--- src/rtl/stopwatch_unit.sv ---
// Stopwatch timekeeping core: prescales clk to a count tick and advances a
// saturating mins:secs:hundredths chain with run/pause, lap freeze and clear.
module stopwatch_unit #(
  parameter int CLK_FREQ_HZ = 50000000,
  parameter int TICK_HZ     = 100
) (
  input  logic       clk,
  input  logic       reset_n,
  input  logic       start_stop_btn,
  input  logic       lap_btn,
  input  logic       clear_btn,
  output logic [6:0] stopwatch_unit_mins,
  output logic [5:0] stopwatch_unit_secs,
  output logic [6:0] stopwatch_unit_decs,
  output logic       running,
  output logic       max_reached
);

  localparam int DIV = CLK_FREQ_HZ / TICK_HZ;
  localparam int PW  = (DIV > 1) ? $clog2(DIV) : 1;
  localparam logic [PW-1:0] PRESC_LAST = PW'(DIV - 1);

  typedef enum logic [1:0] {IDLE, RUNNING, PAUSED, LAP} state_t;

  state_t        state_reg, state_next;
  logic [PW-1:0] presc_reg, presc_next;
  logic [6:0]    mins_reg, mins_next, lap_mins_reg, lap_mins_next;
  logic [5:0]    secs_reg, secs_next, lap_secs_reg, lap_secs_next;
  logic [6:0]    decs_reg, decs_next, lap_decs_reg, lap_decs_next;
  logic          max_reg, max_next;
  logic [2:0]    btn_vec, btn_d_reg, btn_ev;
  logic          ev_ss, ev_lap, ev_clear;
  logic          tick, sat, at_max;

  // Bit order: 0 = start/stop, 1 = lap, 2 = clear.
  assign btn_vec = {clear_btn, lap_btn, start_stop_btn};

  for (genvar gi = 0; gi < 3; gi++) begin : g_edge
    assign btn_ev[gi] = btn_vec[gi] & ~btn_d_reg[gi];
  end

  assign ev_ss    = btn_ev[0];
  assign ev_lap   = btn_ev[1];
  assign ev_clear = btn_ev[2];
  assign at_max   = (mins_reg == 7'd99) && (secs_reg == 6'd59) && (decs_reg == 7'd99);

  always_ff @(posedge clk) begin
    if (!reset_n) begin
      state_reg    <= IDLE;
      presc_reg    <= '0;
      mins_reg     <= '0;
      secs_reg     <= '0;
      decs_reg     <= '0;
      lap_mins_reg <= '0;
      lap_secs_reg <= '0;
      lap_decs_reg <= '0;
      max_reg      <= 1'b0;
      btn_d_reg    <= '0;
    end else begin
      state_reg    <= state_next;
      presc_reg    <= presc_next;
      mins_reg     <= mins_next;
      secs_reg     <= secs_next;
      decs_reg     <= decs_next;
      lap_mins_reg <= lap_mins_next;
      lap_secs_reg <= lap_secs_next;
      lap_decs_reg <= lap_decs_next;
      max_reg      <= max_next;
      btn_d_reg    <= btn_vec;
    end
  end

  always_comb begin
    state_next    = state_reg;
    presc_next    = presc_reg;
    mins_next     = mins_reg;
    secs_next     = secs_reg;
    decs_next     = decs_reg;
    lap_mins_next = lap_mins_reg;
    lap_secs_next = lap_secs_reg;
    lap_decs_next = lap_decs_reg;
    max_next      = max_reg;
    tick          = 1'b0;

    if (state_reg == RUNNING || state_reg == LAP) begin
      if (presc_reg == PRESC_LAST) begin
        presc_next = '0;
        tick       = 1'b1;
      end else begin
        presc_next = presc_reg + PW'(1);
      end
    end else if (state_reg == IDLE) begin
      presc_next = '0;
    end

    // A tick at the top of the range freezes the count instead of wrapping.
    sat = tick && at_max;
    if (sat) begin
      max_next = 1'b1;
    end else if (tick) begin
      if (decs_reg == 7'd99) begin
        decs_next = '0;
        if (secs_reg == 6'd59) begin
          secs_next = '0;
          mins_next = mins_reg + 7'd1;
        end else begin
          secs_next = secs_reg + 6'd1;
        end
      end else begin
        decs_next = decs_reg + 7'd1;
      end
    end

    if (ev_clear) begin
      state_next    = IDLE;
      presc_next    = '0;
      mins_next     = '0;
      secs_next     = '0;
      decs_next     = '0;
      lap_mins_next = '0;
      lap_secs_next = '0;
      lap_decs_next = '0;
      max_next      = 1'b0;
    end else begin
      case (state_reg)
        IDLE: begin
          if (ev_ss) state_next = RUNNING;
        end
        RUNNING: begin
          if (sat || ev_ss) begin
            state_next = PAUSED;
          end else if (ev_lap) begin
            // Freeze what this edge displays, including this edge's tick.
            state_next    = LAP;
            lap_mins_next = mins_next;
            lap_secs_next = secs_next;
            lap_decs_next = decs_next;
          end
        end
        LAP: begin
          if (sat || ev_ss) state_next = PAUSED;
          else if (ev_lap)  state_next = RUNNING;
        end
        PAUSED: begin
          if (ev_ss && !max_reg) state_next = RUNNING;
        end
        default: state_next = IDLE;
      endcase
    end
  end

  assign stopwatch_unit_mins = (state_reg == LAP) ? lap_mins_reg : mins_reg;
  assign stopwatch_unit_secs = (state_reg == LAP) ? lap_secs_reg : secs_reg;
  assign stopwatch_unit_decs = (state_reg == LAP) ? lap_decs_reg : decs_reg;
  assign running             = (state_reg == RUNNING) || (state_reg == LAP);
  assign max_reached         = max_reg;

endmodule
--- config.mk ---
export PLATFORM = sky130hd
export DESIGN_NAME = stopwatch_unit
export DESIGN_NICKNAME = d
export VERILOG_FILES = /design/src/rtl/stopwatch_unit.sv
export SDC_FILE = /design/constraint.sdc
export NUM_CORES = 1
export LEC_CHECK = 0
export CAP_MARGIN = 10
export CORE_MARGIN = 5
export CORE_UTILIZATION = 35
export DETAILED_ROUTE_END_ITERATION = 10
export SETUP_SLACK_MARGIN = 0.05
export SYNTH_ARGS = -nofsm -noshare
export SYNTH_HDL_FRONTEND = slang
export SYNTH_SLANG_ARGS = --single-unit
--- constraint.sdc ---
create_clock -name clk -period 2.3 [get_ports clk]
set_input_delay 0.46 -clock clk [delete_from_list [all_inputs] [get_ports clk]]
set_output_delay 0.46 -clock clk [all_outputs]
set_load 0.03 [all_outputs]
==> metrics, run 1 <==
IO Count=27; leading area contributor after synthesis=dfxtp_1; multi-input logic area=between 2000 and 2500 um^2; final setup fails=0; Net count, final=just under 500; clock share of power=0.436; Worst-path clk slew=0.08 ns; CP max FO=5; sequential cell area=approximately 1300 um^2; Ys Warns=0; Final Skew=0.0112 ns; measured slew at the worst slew-check pin=around 0.74 ns; first-pass GRT wire length=16800 um; DR vias=around 3500; Congestion Overflow GR=0; P_int=0.00171 W; H-tree Lvls=3; Hold Fails Final Rpt=0; asr flop ratio synth=0; EDFF count, synth=0; GRT Resource Usage Total=0.160; CP endpoint kind=flip-flop; Worst Hold Class=flip-flop to flip-flop; final-report max-slew violation count=0; number of global-route vias before repair=about 3400; number of remaining DRC errors=0; Max Freq=between 400 and 500 MHz; # diodes=0; most common cell after layout, fill and taps aside=dfxtp_1; CP required=between 2 and 3 ns; initial antenna violation count=0; CORE AREA=between 10000 and 15000 um^2; Final ANT Viol Nets=0; most frequent cells in the layout=dfxtp_1, a21oi_1, buf_4, nand2_1, nor2_1; CTS tree=built; synth unique cells=between 60 and 70; die width=113 um; CTS max path bufs=2; post-synthesis sequential area ratio=0.352; Routed WL=~9900 um; hold-fix buffer count after cts=0; sw frac=0.238; Seq cells post-synth=65; critical path class=flip-flop to flip-flop; detailed placer's ending HPWL=between 6000 and 7000 um; via/cell ratio=around 5.6; RSZ-0062 raised after global routing=true; routability cong.=between 0.8 and 0.9; post-route insts no fill=627; Tmin final=approximately 2.1 ns; DRT Pass-1 Iters=4; synthesized area=~3700 um^2; sequential share of power=0.509; Routed wire per std cell=about 16 um; die height=between 100 and 150 um; Synth Net Count=437; placed cells=slightly above 600; Power Density=approximately 500 nW/um^2; max reg flops=19; net switching power=0.000533 W; TNS Setup=0 ns; arrival time worst endpoint=2.41 ns; root buffer cell=clkbuf_8; Site Rows=37; DRT iter0 DRCs=around 190; P_leak=about 1.7 nW; filler cell count=1024; Syn Area/Cell=8.63 um^2; crit share post-route=0.931; startpoint types=flip-flop; P&R area growth vs syn=24.5%; layout cells sized above 1=0.246; Post-Synthesis Cells=around 430; port bufs=26; cts bufs inserted=9; outcome=finished clean; Initial Util=0.358; clock sinks=65; main flop type after synthesis=dfxtp_1; largest net degree at the start of global routing=29; post-synth top area share=0.352; Max Cap Viol=0; die footprint=between 10000 and 15000 um^2; Synth area leaders=dfxtp_1, a21oi_1, mux2_2; worst vdd ir=between 200 and 300 uV; Worst-Skew Late Latency=between 0.3 and 0.4 ns; Logic pwr share=0.055; Max-slew headroom=0.505
## worst paths after layout
kind,slack (ns),cells after the start,end,from
min reg2reg,0.47,2,lap_decs_reg[0]$_SDFFE_PP0P_,lap_decs_reg[0]$_SDFFE_PP0P_
max reg2reg,0.16,6,mins_reg[3]$_SDFF_PP0_,presc_reg[10]$_SDFFE_PP0P_
min,0.47,2,lap_decs_reg[0]$_SDFFE_PP0P_,lap_decs_reg[0]$_SDFFE_PP0P_
max,0.16,6,mins_reg[3]$_SDFF_PP0_,presc_reg[10]$_SDFFE_PP0P_
## layer usage
metal	vias up	track usage	wire length, um
met5	-	0	0
met4	0	0.0457	132
met3	13	0.0385	377
met2	54	0.264	4730
met1	1710	0.207	4680
li1	1754	-	-
## through the flow
stage	hold slack [ns]	worst slack [ns]	util	power (W)	area [um^2]
detailed placement	0.463	0.0612	0.422	0.00129	4350
CTS	0.476	0.0467	0.439	0.00227	4530
global placement	0.458	0.0797	0.422	0.00128	4350
global route	0.508	0.00807	0.445	0.00233	4600
finish	0.470	0.158	0.445	0.00224	4600
floorplan	0.443	0.139	-	0.00124	3690
## synth_stat cells (3+ instances only)
| library cell | count |
|---|---|
| dfxtp_1 | 65 |
| a21oi_1 | 46 |
| nand2_1 | 36 |
| nor2_1 | 25 |
| nand3_1 | 22 |
| mux2_2 | 20 |
| clkbuf_1 | 14 |
| nand4_1 | 14 |
| o21ai_0 | 14 |
| a211oi_2 | 9 |
| nor3_1 | 9 |
| a211oi_1 | 8 |
| a311oi_1 | 8 |
| and2_1 | 8 |
| inv_1 | 7 |
| nor4_1 | 7 |
| or4_1 | 7 |
| o31ai_1 | 6 |
| a31oi_1 | 5 |
| or3_1 | 5 |
| a41oi_1 | 4 |
| and3_1 | 4 |
| buf_2 | 4 |
| ha_1 | 4 |
| mux2i_1 | 4 |
| o21a_1 | 4 |
| xnor2_1 | 4 |
| a21boi_0 | 3 |
| and4_1 | 3 |
| and4_2 | 3 |
| nor2b_1 | 3 |
| o22ai_1 | 3 |
| o32ai_1 | 3 |
## worst max-delay path: stages (launching register included)
cell	delay, ns
dfxtp_1	0.31
or4b_4	0.56
nor3_4	0.28
nand4_1	0.12
buf_4	0.17
or4_1	0.46
a21oi_1	0.15
## timing repair
item	in CTS	in global routing
gates resized for setup	20	11
pin swaps	1	9
setup endpoints to repair	22	36
buffers inserted	1	2
## power by group through the flow
| stage | logic [W] | clock network (W) | registers (W) |
|---|---|---|---|
| final | 0.000123 | 0.000977 | 0.00114 |
| after detailed placement | 0.000122 | 0 | 0.00116 |
| after CTS | 0.000122 | 0.00101 | 0.00114 |
| after global routing | 0.000135 | 0.00105 | 0.00114 |
| after floorplan | 0.0000790 | 0 | 0.00116 |
| after global placement | 0.000119 | 0 | 0.00116 |
## cells by family (layout without fill, tap and decap cells)
kind of cell / Yosys count / after routing / share of synthesized area
compound gates: 129 / 129 / 0.241
xor+xnor: 4 / 4 / 0.00948
fa+ha+maj: 4 / 4 / 0.0136
buf+inv: 35 / 98 / 0.0484
flops: 65 / 65 / 0.352
mux: 24 / 24 / 0.0718
simple gates: 167 / 167 / 0.263
## area by class of cell
type	instances	share of cell area
multi-input combinational	328	0.493
sequential	65	0.283
timing repair buffer	75	0.138
tap	136	0.0370
clock buffer	11	0.0307
clock inverter	5	0.0120
inverter	7	0.00571
No activity file was read; power rests on OpenSTA's default activity.
==> run 2, diff against run 1 <==
--- a/config.mk
+++ b/config.mk
@@ -8,6 +8,7 @@
 export CAP_MARGIN = 10
 export CORE_MARGIN = 5
 export CORE_UTILIZATION = 35
+export CTS_BUF_LIST = sky130_fd_sc_hd__clkbuf_2
 export DETAILED_ROUTE_END_ITERATION = 10
 export SETUP_SLACK_MARGIN = 0.05
 export SYNTH_ARGS = -nofsm -noshare
==> metrics, run 2 (same netlist as run 1, synthesis figures left out) <==
CTS tree=built; P_leak=about 1.6 nW; sequential share of power=0.586; Final Skew=between 0.03 and 0.04 ns; net switching power=roughly 0.00052 W; CTS max path bufs=2; wire length on met1=approximately 4700 um; critical path class=flip-flop to flip-flop; final setup fails=0; most common cell after layout, fill and taps aside=dfxtp_1; most frequent cells in the layout=dfxtp_1, a21oi_1, buf_4, nand2_1, nor2_1; die width=roughly 110 um; DRT Pass-1 Iters=4; CP max FO=9; largest net degree at the start of global routing=29; number of remaining DRC errors=0; fin worst setup slack=roughly 0.17 ns; IO Count=27; max incr delay on CP=between 0.5 and 0.6 ns; sw frac=0.266; Max Freq=around 470 MHz; Worst-path clk slew=~0.19 ns; TNS Setup=0 ns; filler cell count=slightly above 1000; Congestion Overflow GR=0; design area=approximately 4500 um^2; Logic pwr share=0.063; cts bufs inserted=9; CP endpoint kind=flip-flop; Total Power=approximately 0.0019 W; P&R area growth vs syn=21.2%; Hold Fails Final Rpt=0; Worst Hold Class=flip-flop to flip-flop; via/cell ratio=approximately 5.6; RSZ-0062 raised after global routing=true; final-report max-slew violation count=0; initial antenna violation count=1; CP Cell Sequence=or4b_4 > nor3_4 > buf_4 > nand3_2 > buf_6 > o31ai_1 > nor3b_1; Initial Util=0.358; arrival time worst endpoint=between 2 and 3 ns; placed cell area=roughly 4400 um^2; Max-slew headroom=0.509; CP required=between 2 and 3 ns; die footprint=approximately 13000 um^2; Site Rows=37; cell family with most CP delay=simple AND/OR/NAND/NOR gates; slowest library cell on the worst path=or4b_4; sequential cell area=1310 um^2; clock share of power=0.351; P_int=between 0.001 and 0.0015 W; critical path buffer and inverter count=2; routability cong.=0.883; layout cells sized above 1=0.297; max reg flops=19; Top Metal Used=met4; clock sinks=65; Power Density=between 400 and 500 nW/um^2; GRT Resource Usage Total=0.160; H-tree Lvls=3; number of global-route vias before repair=~3400; DR vias=3540; CORE AREA=10300 um^2; die height=113 um; Routed wire per std cell=15.8 um; Max Cap Viol=0; Tmin final=2.13 ns; met3 WL=363 um; first-pass GRT wire length=16800 um; startpoint types=flip-flop; worst vdd ir=around 210 uV; port bufs=26; outcome=finished clean; DRT iter0 DRCs=204; Net count, final=slightly below 500; met2 WL=4710 um; root buffer cell=clkbuf_2; detailed placer's ending HPWL=around 7000 um; Final ANT Viol Nets=0; Routed WL=~9900 um; measured slew at the worst slew-check pin=between 0.7 and 0.8 ns; dpl ws=just over 0.06 ns; Worst-Skew Late Latency=around 0.52 ns; multi-input logic area=around 2300 um^2; crit share post-route=0.927
## run 2: power groups by stage
| stage | registers, W | logic [W] | clock network (W) |
|---|---|---|---|
| detailed placement | 0.00116 | 0.000122 | 0 |
| global placement | 0.00116 | 0.000119 | 0 |
| global route | 0.00114 | 0.000135 | 0.000744 |
| CTS | 0.00114 | 0.000122 | 0.000703 |
| floorplan | 0.00116 | 0.0000790 | 0 |
| finish | 0.00114 | 0.000123 | 0.000684 |
## run 2: final timing paths
check,slack (ns),cells after the start,start,to
worst max-delay path,0.17,7,presc_reg[7]$_SDFFE_PP0P_,lap_mins_reg[2]$_SDFFE_PP0P_
worst min register to register,0.49,2,lap_decs_reg[0]$_SDFFE_PP0P_,lap_decs_reg[0]$_SDFFE_PP0P_
worst max register to register,0.17,7,presc_reg[7]$_SDFFE_PP0P_,lap_mins_reg[2]$_SDFFE_PP0P_
worst min-delay path,0.49,2,lap_decs_reg[0]$_SDFFE_PP0P_,lap_decs_reg[0]$_SDFFE_PP0P_
## run 2: metrics by stage
stage          cells  hold slack [ns]   util
2_1_floorplan    428            0.443      -
3_3_place_gp     608            0.458  0.422
3_5_place_dp     608            0.463  0.422
4_1_cts          626            0.488  0.428
5_1_grt          629            0.520  0.434
6_report         629            0.486  0.434
## run 2: per-layer routing
layer / track usage / vias up
li1: - / 1761
met3: 0.0262 / 12
met5: 0 / -
met4: 0.0601 / 0
met2: 0.263 / 66
met1: 0.211 / 1701
## run 2: cell type report
class                      count  area share
inverter                       7     0.00587
clock inverter                 6      0.0131
antenna                        1    0.000559
multi-input combinational    328       0.506
tap                          136      0.0380
clock buffer                  10      0.0112
timing repair buffer          76       0.133
sequential                    65       0.292
## run 2: worst register-to-register path: stages (launching register included)
cell,delay (ns)
dfxtp_1,0.36
or4b_4,0.56
nor3_4,0.24
buf_4,0.16
nand3_2,0.17
buf_6,0.20
o31ai_1,0.18
nor3b_1,0.19
## run 2: timing repair
action,in CTS,in global routing
resized for setup,104,17
setup endpoints to repair,24,48
hold buffers,0,0
buffers inserted,1,2
pin swaps,1,6
hold endpoints to repair,0,0
gates cloned,1,0
==> run 3, diff against run 2 <==
==> constraint.sdc (replaced) <==
create_clock -name clk -period 2.75 [get_ports clk]
set_input_delay 0.55 -clock clk [delete_from_list [all_inputs] [get_ports clk]]
set_output_delay 0.55 -clock clk [all_outputs]
set_load 0.03 [all_outputs]
==> metrics, run 3 (same netlist as run 1, synthesis figures left out) <==
most common cell after layout, fill and taps aside=dfxtp_1; most frequent cells in the layout=dfxtp_1, a21oi_1, nand2_1, nor2_1, nand3_1; net switching power=between 0.0004 and 0.0005 W; Worst-Skew Late Latency=between 0.4 and 0.5 ns; CP endpoint kind=flip-flop; TNS Setup=0 ns; slowest library cell on the worst path=or3_1; crit share post-route=0.918; layout cells sized above 1=0.174; filler cell count=1058; Site Rows=37; RSZ-0062 raised after global routing=false; Tmin final=approximately 2.5 ns; die footprint=~13000 um^2; r2r startpoint=presc_reg[8]$_SDFFE_PP0P_; die width=113 um; dpl ws=about 0.11 ns; number of global-route vias before repair=3305; H-tree Lvls=3; fin worst setup slack=0.226 ns; crit path to=lap_secs_reg[4]$_SDFFE_PP0P_; max reg flops=19; outcome=finished clean; Final Skew=between 0.02 and 0.025 ns; hold-fix buffer count after cts=0; Max-slew headroom=0.511; P&R area growth vs syn=13.3%; clock sinks=65; Routed WL=9500 um; measured slew at the worst slew-check pin=0.733 ns; Net count, final=465; Initial Util=0.358; initial antenna violation count=1; Worst-path clk slew=0.19 ns; Congestion Overflow GR=0; CP max FO=12; CP required=roughly 3.2 ns; largest net degree at the start of global routing=29; die height=approximately 110 um; root buffer cell=clkbuf_2; sequential share of power=0.642; via/cell ratio=5.69; CORE AREA=between 10000 and 15000 um^2; sw frac=0.272; Final ANT Viol Nets=0; cts bufs inserted=9; final-report max-slew violation count=0; CP Cell Sequence=or4b_4 > or3_1 > nor3_4 > a21oi_4 > a31o_2; crit path launch=presc_reg[8]$_SDFFE_PP0P_; CTS tree=built; DR vias=roughly 3400; CTS max path bufs=2; Worst R2R End=lap_secs_reg[4]$_SDFFE_PP0P_; Power Density=between 300 and 400 nW/um^2; IO Count=27; max incr delay on CP=0.59 ns; GRT Resource Usage Total=0.152; Total Power=between 0.001 and 0.0015 W; arrival time worst endpoint=a little under 3 ns; critical path class=flip-flop to flip-flop; port bufs=26; Routed wire per std cell=15.9 um; detailed placer's ending HPWL=6630 um; Hold Fails Final Rpt=0; first-pass GRT wire length=roughly 16000 um; DRT iter0 DRCs=~140; startpoint types=flip-flop; Worst Hold Class=flip-flop to flip-flop; routability cong.=0.849; DRT Pass-1 Iters=5; placed cells=between 500 and 600; worst vdd ir=around 130 uV; P_leak=between 1 and 1.5 nW; Logic pwr share=0.064; Max Cap Viol=0; clock share of power=0.295; number of remaining DRC errors=0; R2R cell count=5; reg2reg setup slack=~0.23 ns; P_int=between 0.001 and 0.0015 W; post-route insts no fill=between 500 and 600; final setup fails=0; Max Freq=between 300 and 400 MHz
[run 3: cell count changes in the layout (fill, tap and decap cells not counted), sizes merged]
| cell | change |
|---|---|
| clkinv | +1 |
| clkbuf | -1 |
| clkdlybuf4s50 | +1 |
| dlygate4sd2 | +19 |
| buf | -51 |
| bufinv | -1 |
| clkinvlp | -1 |
[run 3: worst max-delay path, delay by kind of cell, from the launching register on]
| kind | cells | cell delay (ns) |
|---|---|---|
| AO/OA/AOI/OAI | 2 | 0.47 |
| AND/OR/NAND/NOR | 3 | 1.48 |
| flip-flops | 1 | 0.48 |
[run 3: final cells by class]
type	instances	area, um^2	area share
antenna	1	2.50	0.000598
clock buffer	9	45.0	0.0108
clock inverter	5	25.0	0.00598
inverter	7	26.3	0.00628
multi-input combinational	328	2230	0.533
sequential	65	1300	0.311
tap	136	170	0.0407
timing repair buffer	45	382	0.0912
[run 3: how the worst min path moves through the flow]
| stage | cells after the start | endpoint | slack, ns | start |
|---|---|---|---|---|
| floorplan | 1 | presc_reg[18]$_SDFFE_PP0P_ | 0.44 | presc_reg[18]$_SDFFE_PP0P_ |
| global placement | 2 | lap_decs_reg[0]$_SDFFE_PP0P_ | 0.46 | lap_decs_reg[0]$_SDFFE_PP0P_ |
| detailed placement | 2 | lap_decs_reg[0]$_SDFFE_PP0P_ | 0.47 | lap_decs_reg[0]$_SDFFE_PP0P_ |
| CTS | 2 | lap_decs_reg[0]$_SDFFE_PP0P_ | 0.49 | lap_decs_reg[0]$_SDFFE_PP0P_ |
| global route | 2 | lap_decs_reg[0]$_SDFFE_PP0P_ | 0.52 | lap_decs_reg[0]$_SDFFE_PP0P_ |
| finish | 2 | lap_decs_reg[0]$_SDFFE_PP0P_ | 0.49 | lap_decs_reg[0]$_SDFFE_PP0P_ |
[run 3: metrics by stage]
stage               hold slack, ns  area (um^2)   util
global route                 0.518         4180  0.405
global placement             0.456         4130  0.400
floorplan                    0.443         3690      -
CTS                          0.490         4170  0.404
finish                       0.487         4180  0.405
detailed placement           0.467         4130  0.400
[run 3: routing by layer]
| layer | share of wire | vias up | GRT usage |
|---|---|---|---|
| met4 | 0.011 | 0 | 0.0609 |
| met2 | 0.48 | 53 | 0.256 |
| met5 | 0 | - | 0 |
| met3 | 0.033 | 8 | 0.0251 |
| li1 | - | 1690 | - |
| met1 | 0.47 | 1638 | 0.194 |
[run 3: power groups by stage]
| stage | logic (W) | clock network [W] | registers, W |
|---|---|---|---|
| floorplan | 0.0000661 | 0 | 0.000973 |
| global placement | 0.0000944 | 0 | 0.000974 |
| detailed placement | 0.0000952 | 0 | 0.000975 |
| CTS | 0.0000955 | 0.000466 | 0.000956 |
| global route | 0.000104 | 0.000506 | 0.000957 |
| finish | 0.0000950 | 0.000438 | 0.000955 |
[run 3: what timing repair did]
item	4_1_cts	5_1_grt
resized for setup	21	1
setup endpoints to repair	20	1
cloned	0	0
buffers inserted	0	0
